## config.mk

```make
export PLATFORM = sky130hd
export DESIGN_NAME = multicycle_sequencer
export DESIGN_NICKNAME = d
export VERILOG_FILES = /design/src/rtl/multicycle_sequencer.sv
export SDC_FILE = /design/constraint.sdc
export NUM_CORES = 1
export LEC_CHECK = 0
export ABC_CLOCK_PERIOD_IN_PS = 2100
export CORE_MARGIN = 2
export CORE_UTILIZATION = 43
export DETAILED_ROUTE_END_ITERATION = 8
export PLACE_DENSITY = 0.78
export SYNTH_ARGS = -nofsm -noshare
export SYNTH_HDL_FRONTEND = slang
export SYNTH_SLANG_ARGS = --single-unit
export TNS_END_PERCENT = 5
```

## constraint.sdc

```tcl
create_clock -name clock -period 2.1 [get_ports clock]
set_clock_uncertainty 0.2 [all_clocks]
set_input_delay 0.525 -clock clock [delete_from_list [all_inputs] [get_ports clock]]
set_output_delay 0.525 -clock clock [all_outputs]
set_load 0.05 [all_outputs]
```

## src/rtl/multicycle_sequencer.sv

```systemverilog
// ---------------------------------------------------------------------------
// multicycle_sequencer
//
// Moore state machine that walks every instruction through the phases
// FETCH -> DECODE -> EXECUTE -> (MEM_WAIT | IO_WAIT | HALT) -> WRITEBACK.
// It sits between the combinational control core and the datapath and turns
// the core's "this instruction wants to ..." levels into single-cycle commit
// strobes. Register-bank writes, memory write strobes, flag commits and PC
// advance therefore each happen exactly once per instruction.
//
// Parameters
//   FETCH_WAIT  cycles spent in FETCH before the IR loads      (1..15)
//   MEM_WAIT    cycles spent in MEM_WAIT for loads and stores  (1..15)
//   COUNT_W     width of the retired-instruction counter
//
// Ports
//   clock             system clock, rising edge
//   reset             asynchronous, active-low reset
//   core_enable       0 marks a HALT instruction
//   mem_access        instruction is a load or store
//   is_store          memory access is a write
//   wait_input        instruction reads the switches (INSW)
//   rb_request        instruction writes the register bank
//   flag_request      instruction updates the special registers
//   input_ready       operator confirmed input (pulse)
//   resume            leave HALT (pulse)
//   ir_load           latch the instruction register
//   rb_write_enable   commit the register-bank write
//   mem_write_strobe  one-cycle memory write enable
//   flags_commit      commit the special-register update
//   pc_enable         advance the PC
//   halted            high while parked in HALT
//   phase             current state encoding (debug / LEDs)
//   retired_count     number of completed instructions (wraps)
// ---------------------------------------------------------------------------
module multicycle_sequencer #(
    parameter int FETCH_WAIT = 1,
    parameter int MEM_WAIT   = 2,
    parameter int COUNT_W    = 32
) (
    input  logic               clock,
    input  logic               reset,
    input  logic               core_enable,
    input  logic               mem_access,
    input  logic               is_store,
    input  logic               wait_input,
    input  logic               rb_request,
    input  logic               flag_request,
    input  logic               input_ready,
    input  logic               resume,
    output logic               ir_load,
    output logic               rb_write_enable,
    output logic               mem_write_strobe,
    output logic               flags_commit,
    output logic               pc_enable,
    output logic               halted,
    output logic [2:0]         phase,
    output logic [COUNT_W-1:0] retired_count
);

    // Wait counts of zero would make FETCH/MEM_WAIT unreachable-to-exit
    // ranges for the 4-bit counter, so reject them at elaboration.
    generate
        if (FETCH_WAIT < 1 || FETCH_WAIT > 15) begin : g_bad_fetch_wait
            $error("multicycle_sequencer: FETCH_WAIT must be in 1..15");
        end
        if (MEM_WAIT < 1 || MEM_WAIT > 15) begin : g_bad_mem_wait
            $error("multicycle_sequencer: MEM_WAIT must be in 1..15");
        end
        if (COUNT_W < 1) begin : g_bad_count_w
            $error("multicycle_sequencer: COUNT_W must be at least 1");
        end
    endgenerate

    // The encodings double as the externally visible phase value.
    typedef enum logic [2:0] {
        ST_FETCH     = 3'd0,
        ST_DECODE    = 3'd1,
        ST_EXECUTE   = 3'd2,
        ST_MEM_WAIT  = 3'd3,
        ST_IO_WAIT   = 3'd4,
        ST_WRITEBACK = 3'd5,
        ST_HALT      = 3'd6
    } state_t;

    // Snapshot of the control core's request lines taken at the end of
    // DECODE; everything after DECODE works from this copy only.
    typedef struct packed {
        logic enable;
        logic mem;
        logic store;
        logic wait_in;
        logic rb;
        logic flag;
    } req_t;

    localparam logic [3:0] FETCH_LAST = 4'(FETCH_WAIT - 1);
    localparam logic [3:0] MEM_LAST   = 4'(MEM_WAIT - 1);

    state_t               state_q,    state_d;
    logic   [3:0]         wait_cnt_q, wait_cnt_d;
    req_t                 req_q,      req_d;
    logic   [COUNT_W-1:0] retired_q,  retired_d;

    logic fetch_last;
    logic mem_last;

    // Final cycle of the two counted wait phases.
    assign fetch_last = (state_q == ST_FETCH)    && (wait_cnt_q == FETCH_LAST);
    assign mem_last   = (state_q == ST_MEM_WAIT) && (wait_cnt_q == MEM_LAST);

    // State, counter, request snapshot and retired counter.
    always_ff @(posedge clock or negedge reset) begin
        if (!reset) begin
            state_q    <= ST_FETCH;
            wait_cnt_q <= '0;
            req_q      <= '0;
            retired_q  <= '0;
        end else begin
            state_q    <= state_d;
            wait_cnt_q <= wait_cnt_d;
            req_q      <= req_d;
            retired_q  <= retired_d;
        end
    end

    // Next-state logic. Datapath inputs are consulted only in DECODE (the
    // request snapshot), IO_WAIT (input_ready) and HALT (resume), so pulses
    // arriving in any other phase are dropped rather than remembered.
    always_comb begin
        state_d    = state_q;
        wait_cnt_d = wait_cnt_q;
        req_d      = req_q;
        retired_d  = retired_q;

        case (state_q)
            ST_FETCH: begin
                if (fetch_last) begin
                    state_d    = ST_DECODE;
                    wait_cnt_d = '0;
                end else begin
                    wait_cnt_d = wait_cnt_q + 4'd1;
                end
            end

            ST_DECODE: begin
                req_d.enable  = core_enable;
                req_d.mem     = mem_access;
                req_d.store   = is_store;
                req_d.wait_in = wait_input;
                req_d.rb      = rb_request;
                req_d.flag    = flag_request;
                state_d       = ST_EXECUTE;
            end

            // HALT outranks INSW, which outranks a memory access.
            ST_EXECUTE: begin
                if (!req_q.enable) begin
                    state_d = ST_HALT;
                end else if (req_q.wait_in) begin
                    state_d = ST_IO_WAIT;
                end else if (req_q.mem) begin
                    state_d = ST_MEM_WAIT;
                end else begin
                    state_d = ST_WRITEBACK;
                end
            end

            ST_MEM_WAIT: begin
                if (mem_last) begin
                    state_d    = ST_WRITEBACK;
                    wait_cnt_d = '0;
                end else begin
                    wait_cnt_d = wait_cnt_q + 4'd1;
                end
            end

            ST_IO_WAIT: begin
                if (input_ready) begin
                    state_d = ST_WRITEBACK;
                end
            end

            // WRITEBACK retires the instruction, including a resumed HALT.
            ST_WRITEBACK: begin
                retired_d = retired_q + COUNT_W'(1);
                state_d   = ST_FETCH;
            end

            ST_HALT: begin
                if (resume) begin
                    state_d = ST_WRITEBACK;
                end
            end

            default: begin
                state_d    = ST_FETCH;
                wait_cnt_d = '0;
            end
        endcase
    end

    // Moore outputs: decoded from registered state, counter and snapshot
    // only, so they cannot glitch with the datapath inputs. ir_load is
    // additionally qualified by reset because with FETCH_WAIT=1 the reset
    // state is itself the last FETCH cycle, and nothing may strobe while
    // reset is held.
    always_comb begin
        ir_load          = fetch_last && reset;
        rb_write_enable  = 1'b0;
        mem_write_strobe = 1'b0;
        flags_commit     = 1'b0;
        pc_enable        = 1'b0;
        halted           = 1'b0;

        case (state_q)
            ST_MEM_WAIT: begin
                mem_write_strobe = mem_last && req_q.store;
            end
            ST_WRITEBACK: begin
                rb_write_enable = req_q.rb;
                flags_commit    = req_q.flag;
                pc_enable       = 1'b1;
            end
            ST_HALT: begin
                halted = 1'b1;
            end
            default: begin
            end
        endcase
    end

    assign phase         = state_q;
    assign retired_count = retired_q;

endmodule

```

## Yosys cells after proc, flatten, opt, wreduce, memory -nomap -nowiden

Index checks and enable logic that the tools add are counted.

| word-level totals | value |
|---|---|
| word-level logic and storage cells | 46 |
| output and inout port bits | 41 |
| bits of input ports | 10 |
| register bits | 45 |

| cells by class | value |
|---|---|
| add/subtract/negate cells | 2 |
| mux-type cells | 16 |
| reductions and logical operators | 8 |
| equal/unequal tests | 11 |

Operators by type and width:

| operator | number |
|---|---|
| 32-bit by 1-bit adder with 32-bit output, second input constant | 1 |
| 3-bit 2-to-1 mux | 7 |
| 3-bit case mux with 6 select lines | 1 |
| 4-bit case mux with 3 select lines | 1 |
| 3-bit equality test, second input constant | 3 |
| 4-bit 2-to-1 mux | 2 |
| 2-bit != test, second input constant | 4 |
| 3-bit by 2-bit equality test with 1-bit output, second input constant | 2 |
| 1-bit 2-to-1 mux | 5 |
| 5-bit OR reduction | 1 |
| 4-bit by 1-bit adder with 4-bit output, second input constant | 1 |
| 4-bit by 1-bit equality test with 1-bit output, second input constant | 1 |
| 1-bit logical AND | 4 |
| 4-bit zero test | 1 |
| 4-bit AND reduction | 1 |
| 3-bit by 1-bit equality test with 1-bit output, second input constant | 1 |
| 3-bit zero test | 1 |

## Logic depth before layout (Yosys ltp)

| depth | value |
|---|---|
| word-level depth | 4 |
| gate-level depth with buffers | 6 |
| mapped depth without buffers | 6 |

## Worst setup path after synthesis

No wires, ideal clock.

| timing path | value |
|---|---|
| path kind | register -> output |
| start | register state_q[2] (netlist: phase[2]) |
| end | output mem_write_strobe |
| slack | -1.136 ns |
| arrival | 2.511 ns |
| cell stages (with the launch flop) | 4 |
| required time | 1.375 ns |
| path buffers | 2 |
| path through | dfrtp_1 > buf_6 > clkbuf_1 > nor4_1 |

| on the way | value |
|---|---|
| cells in the longest elaborated chain, start to end | 4 |

RTL lines:

| item | RTL line | text |
|---|---|---|
| start: declaration | 100 | `state_t state_q, state_d;` |
| start signal: assignment | 120 | `state_q <= state_d;` |
| 3-bit by 2-bit equality test with 1-bit output (*) | 110, 216 |  |
| 1-bit logical AND | 110 | `assign mem_last = (state_q == ST_MEM_WAIT) && (wait_cnt_q == MEM_LAST);` |
| 1-bit logical AND | 218 | `mem_write_strobe = mem_last && req_q.store;` |
| 1-bit 2-to-1 mux (*) | 216 | `case (state_q)` |
| end: declaration | 53 | `output logic mem_write_strobe,` |

Every way passes the cells marked *; elsewhere a longest branch is shown, timed or not.

## Worst setup path after layout

| timing path | value |
|---|---|
| start | register wait_cnt_q[0] |
| end | output ir_load |

| on the way | value |
|---|---|
| cells in the longest elaborated chain, start to end | 3 |

RTL lines:

| item | RTL line | text |
|---|---|---|
| start: declaration | 101 | `logic [3:0] wait_cnt_q, wait_cnt_d;` |
| start signal: assignment | 121 | `wait_cnt_q <= wait_cnt_d;` |
| 4-bit zero test | 109 | `assign fetch_last = (state_q == ST_FETCH) && (wait_cnt_q == FETCH_LAST);` |
| 1-bit logical AND | 109 |  |
| 1-bit logical AND | 209 | `ir_load = fetch_last && reset;` |
| end: declaration | 51 | `output logic ir_load,` |

Every way passes these cells.

==> qor.csv <==
stage;metric;value;unit
outcome;status;complete, but fails checks;
outcome;failing checks;negative setup slack;
hold_path;worst min-delay path class;in -> async;
clocking;hold_buf cts;0;
clocking;Max clock buf depth;2;
setup_path;max incr delay on CP;400;ps
timing;unrepaired setup endpoints after global routing;true;
timing;Fin. Hold Viols;0;
synth;Mapped Cells;198;
final_layout;Area Growth Syn to Fin;38.3;%
placed_design;final RePlAce weighted congestion;0.806;
final_layout;most common cell after layout, fill and taps aside;dfrtp_1;
clocking;# H-tree levels;2;
final_layout;area taken by multi-input logic gates;1070;um2
synth;number of flops mapped to enable cells by yosys;0;
synth;adder-cell share of the synthesized area;2.22;%
power;P per Cell Area;1130;nW/um2
job;maxcap violations;0;
global_routing;initial antenna violation count;0;
final_layout;Finished Layout Cells;329;
route;via count;1686;
clocking;clk_lat worst skew;300;ps
die;Die Area;5830;um2
clocking;CTS Buf Count;5;
setup_path;Crit Path Class;reg -> out;
synth;area leader, netlist;dfrtp_1;
setup_path;slowest CP cell;dfrtp_1;
die;die height;76.3;um
route;Avg Vias per Cell;5.12;
final_layout;n_diodes;0;
timing;headroom to the max-slew limit;62.9;%
setup_path;Critical Path Fanout Max;3;
synth;Yosys Warn Count;0;
synth;post-synthesis sequential area ratio;50.1;%
synth;Mapped Nets;212;
timing;Post-Route Setup TNS;-608;ps
final_layout;layout cells sized above 1;35.1;%
global_routing;global-route wire length before repair;8.25;mm
placed_design;HPWL Detailed;3.37;mm
global_routing;Overflow after GRT;0;
setup_path;crit start category;register;
synth;post-synth top area share;50.1;%
route;wire per inst;14.2;um
synth;mux contribution to synthesized area;3.50;%
route;Pre-antenna DRT Iters;4;
global_routing;Tot GR Track Use;17.4;%
timing;final worst path period share;117;%
placed_design;count of input and output buffers;50;
die;die span in x;76.3;um
synth;library cells used by synthesis;39;
setup_path;crit path cell chain;inv_1, ha_1, or3b_1, and4bb_2, buf_12;
synth;main combinational cell family by area after synthesis;simple AND/OR/NAND/NOR gates;
die;I/O pin count;51;
synth;flops & latches, synth;45;
synth;Avg Synthesized Cell Area;11.4;um2
synth;fraction of registers with async set/reset;100;%
die;Core Area;5070;um2
route;starting DRC count in detailed routing;87;
route;total wire length;4.66;mm
timing;max-slew violations;0;
synth;ys flop type;dfrtp_1;
synth;simple-gate share of the synthesized area;22.8;%
timing;final worst setup slack;-354;ps
die;# rows;26;
final_layout;# fillers;436;
timing;worst-margin pin slew;556;ps
route;Residual DRC;0;
setup_path;Worst setup EP type;output pin;
setup_path;Worst Path Arrival;1730;ps
timing;final setup vio count;2;
die;Initial Util;44.3;%
placed_design;Area after DPL;2960;um2
final_layout;Seq. cell area;1130;um2
synth;Mapped Area;2250;um2
clocking;Sink Count;45;
synth;Compound-Gate Fraction of Synth Area;5.17;%
global_routing;largest net degree at the start of global routing;46;
clocking;CTS tree;done;
clocking;clock slew at reported path FFs;90;ps
final_layout;most frequent cells in the layout;dfrtp_1 (42), buf_4 (39), xnor2_1 (25);
global_routing;vias in the first global route;1688;
final_layout;Final Cell Area;3110;um2
timing;minimum clock period after layout;2450;ps
synth;Post-Synth XOR/XNOR Area;12.1;%
synth;Synth area leaders;dfrtp_1 (50%), xnor2_1 (9.7%), mux2_2 (3.5%);
timing;Max Clk Rate;0.407;GHz
placed_design;dpl cells;321;
power;Lkg Pwr;1.40;nW
clocking;Root Buffer;clkbuf_8;
route;antenna-violating nets left;0;
power;Max VDD drop;0.589;mV
final_layout;nets;272;
setup_path;WP data required;1370;ps
clocking;post-CTS setup buffer count;0;
area by class of cell:
cell class | count | share of cell area (%)
repair buffers | 62 | 21.2
inverters | 7 | 0.845
multi-input cells | 137 | 34.6
well taps | 70 | 2.82
flip-flops and latches | 45 | 36.3
clock inverters | 3 | 2.09
clock buffers | 5 | 2.21
per-layer routing:
metal	vias up	part of all wire [%]	track usage [%]
li1	815	-	-
met3	9	3.3	3.44
met5	-	0	0
met2	36	52	29.6
met4	0	1.7	6.36
met1	826	43	22.2
timing repair:
| item | CTS | global route |
|---|---|---|
| pin swaps | 1 | 0 |
| gates resized for setup | 2 | 5 |
| cloned | 0 | 0 |
| endpoints found under the setup margin | 6 | 6 |
Yosys cell counts (4+ instances only):
cell type,instances
nor3_1,4
nand2_1,12
and2_1,4
and3_1,6
nor4_1,4
xnor2_1,25
nand3_1,13
nand4_1,11
nor2_1,6
o21ai_0,5
inv_1,7
xor2_1,6
mux2_2,7
ha_1,4
dfrtp_1,45
worst paths after layout:
| check | endpoint | depth (start not counted) | slack [ps] | startpoint |
|---|---|---|---|---|
| setup / recovery | ir_load | 5 | -350 | wait_cnt_q[0]$_DFFE_PN0N_ |
| hold / removal | retired_count[20]$_DFFE_PN0N_ | 2 | 150 | reset |
| setup reg to reg | wait_cnt_q[3]$_DFFE_PN0N_ | 7 | 30 | wait_cnt_q[0]$_DFFE_PN0N_ |
| hold reg to reg | retired_count[17]$_DFFE_PN0N_ | 1 | 290 | retired_count[17]$_DFFE_PN0N_ |
| max in group asynchronous | phase[2]$_DFFE_PN0P_ | 2 | 1150 | reset |
| min in group clock | retired_count[17]$_DFFE_PN0N_ | 1 | 290 | retired_count[17]$_DFFE_PN0N_ |
where the power goes:
part | switching [mW] | leakage [nW] | internal, mW
Clock | 0.295 | 0.0681 | 0.473
Sequential | 0.227 | 0.599 | 1.02
Combinational | 0.794 | 0.737 | 0.699
cells by family after synthesis:
logic type               Yosys count
adder cells (fa/ha/maj)            4
buffers and inverters             16
XOR/XNOR                          31
flip-flops                        45
AND/OR/NAND/NOR                   79
multiplexers                       7
AO/OA/AOI/OAI                     16
state kept, by name, summed over array words and instances (netlist names):
signal         cells
phase              3
retired_count     32
req_q              6
wait_cnt_q         4
per-stage QoR:
step | worst slack (ps) | util [%] | hold WS, ps | total power, mW
after global routing | -407 | 61.3 | 191 | 3.68
after floorplan | -222 | - | 29.4 | 2.13
final | -354 | 61.3 | 146 | 3.50
after CTS | -368 | 60.9 | 170 | 3.49
after global placement | 5.87 | 58.2 | 264 | 2.69
after detailed placement | -37.1 | 58.2 | 281 | 2.71
worst max-delay path: cells and delay by family, from the launching register on:
family / cells / cell delay, ps
buffers and inverters: 2 / 210
DFF: 1 / 400
and+or+nand+nor: 2 / 690
adders and majority gates: 1 / 140
Power figures use the tool's default switching activity.
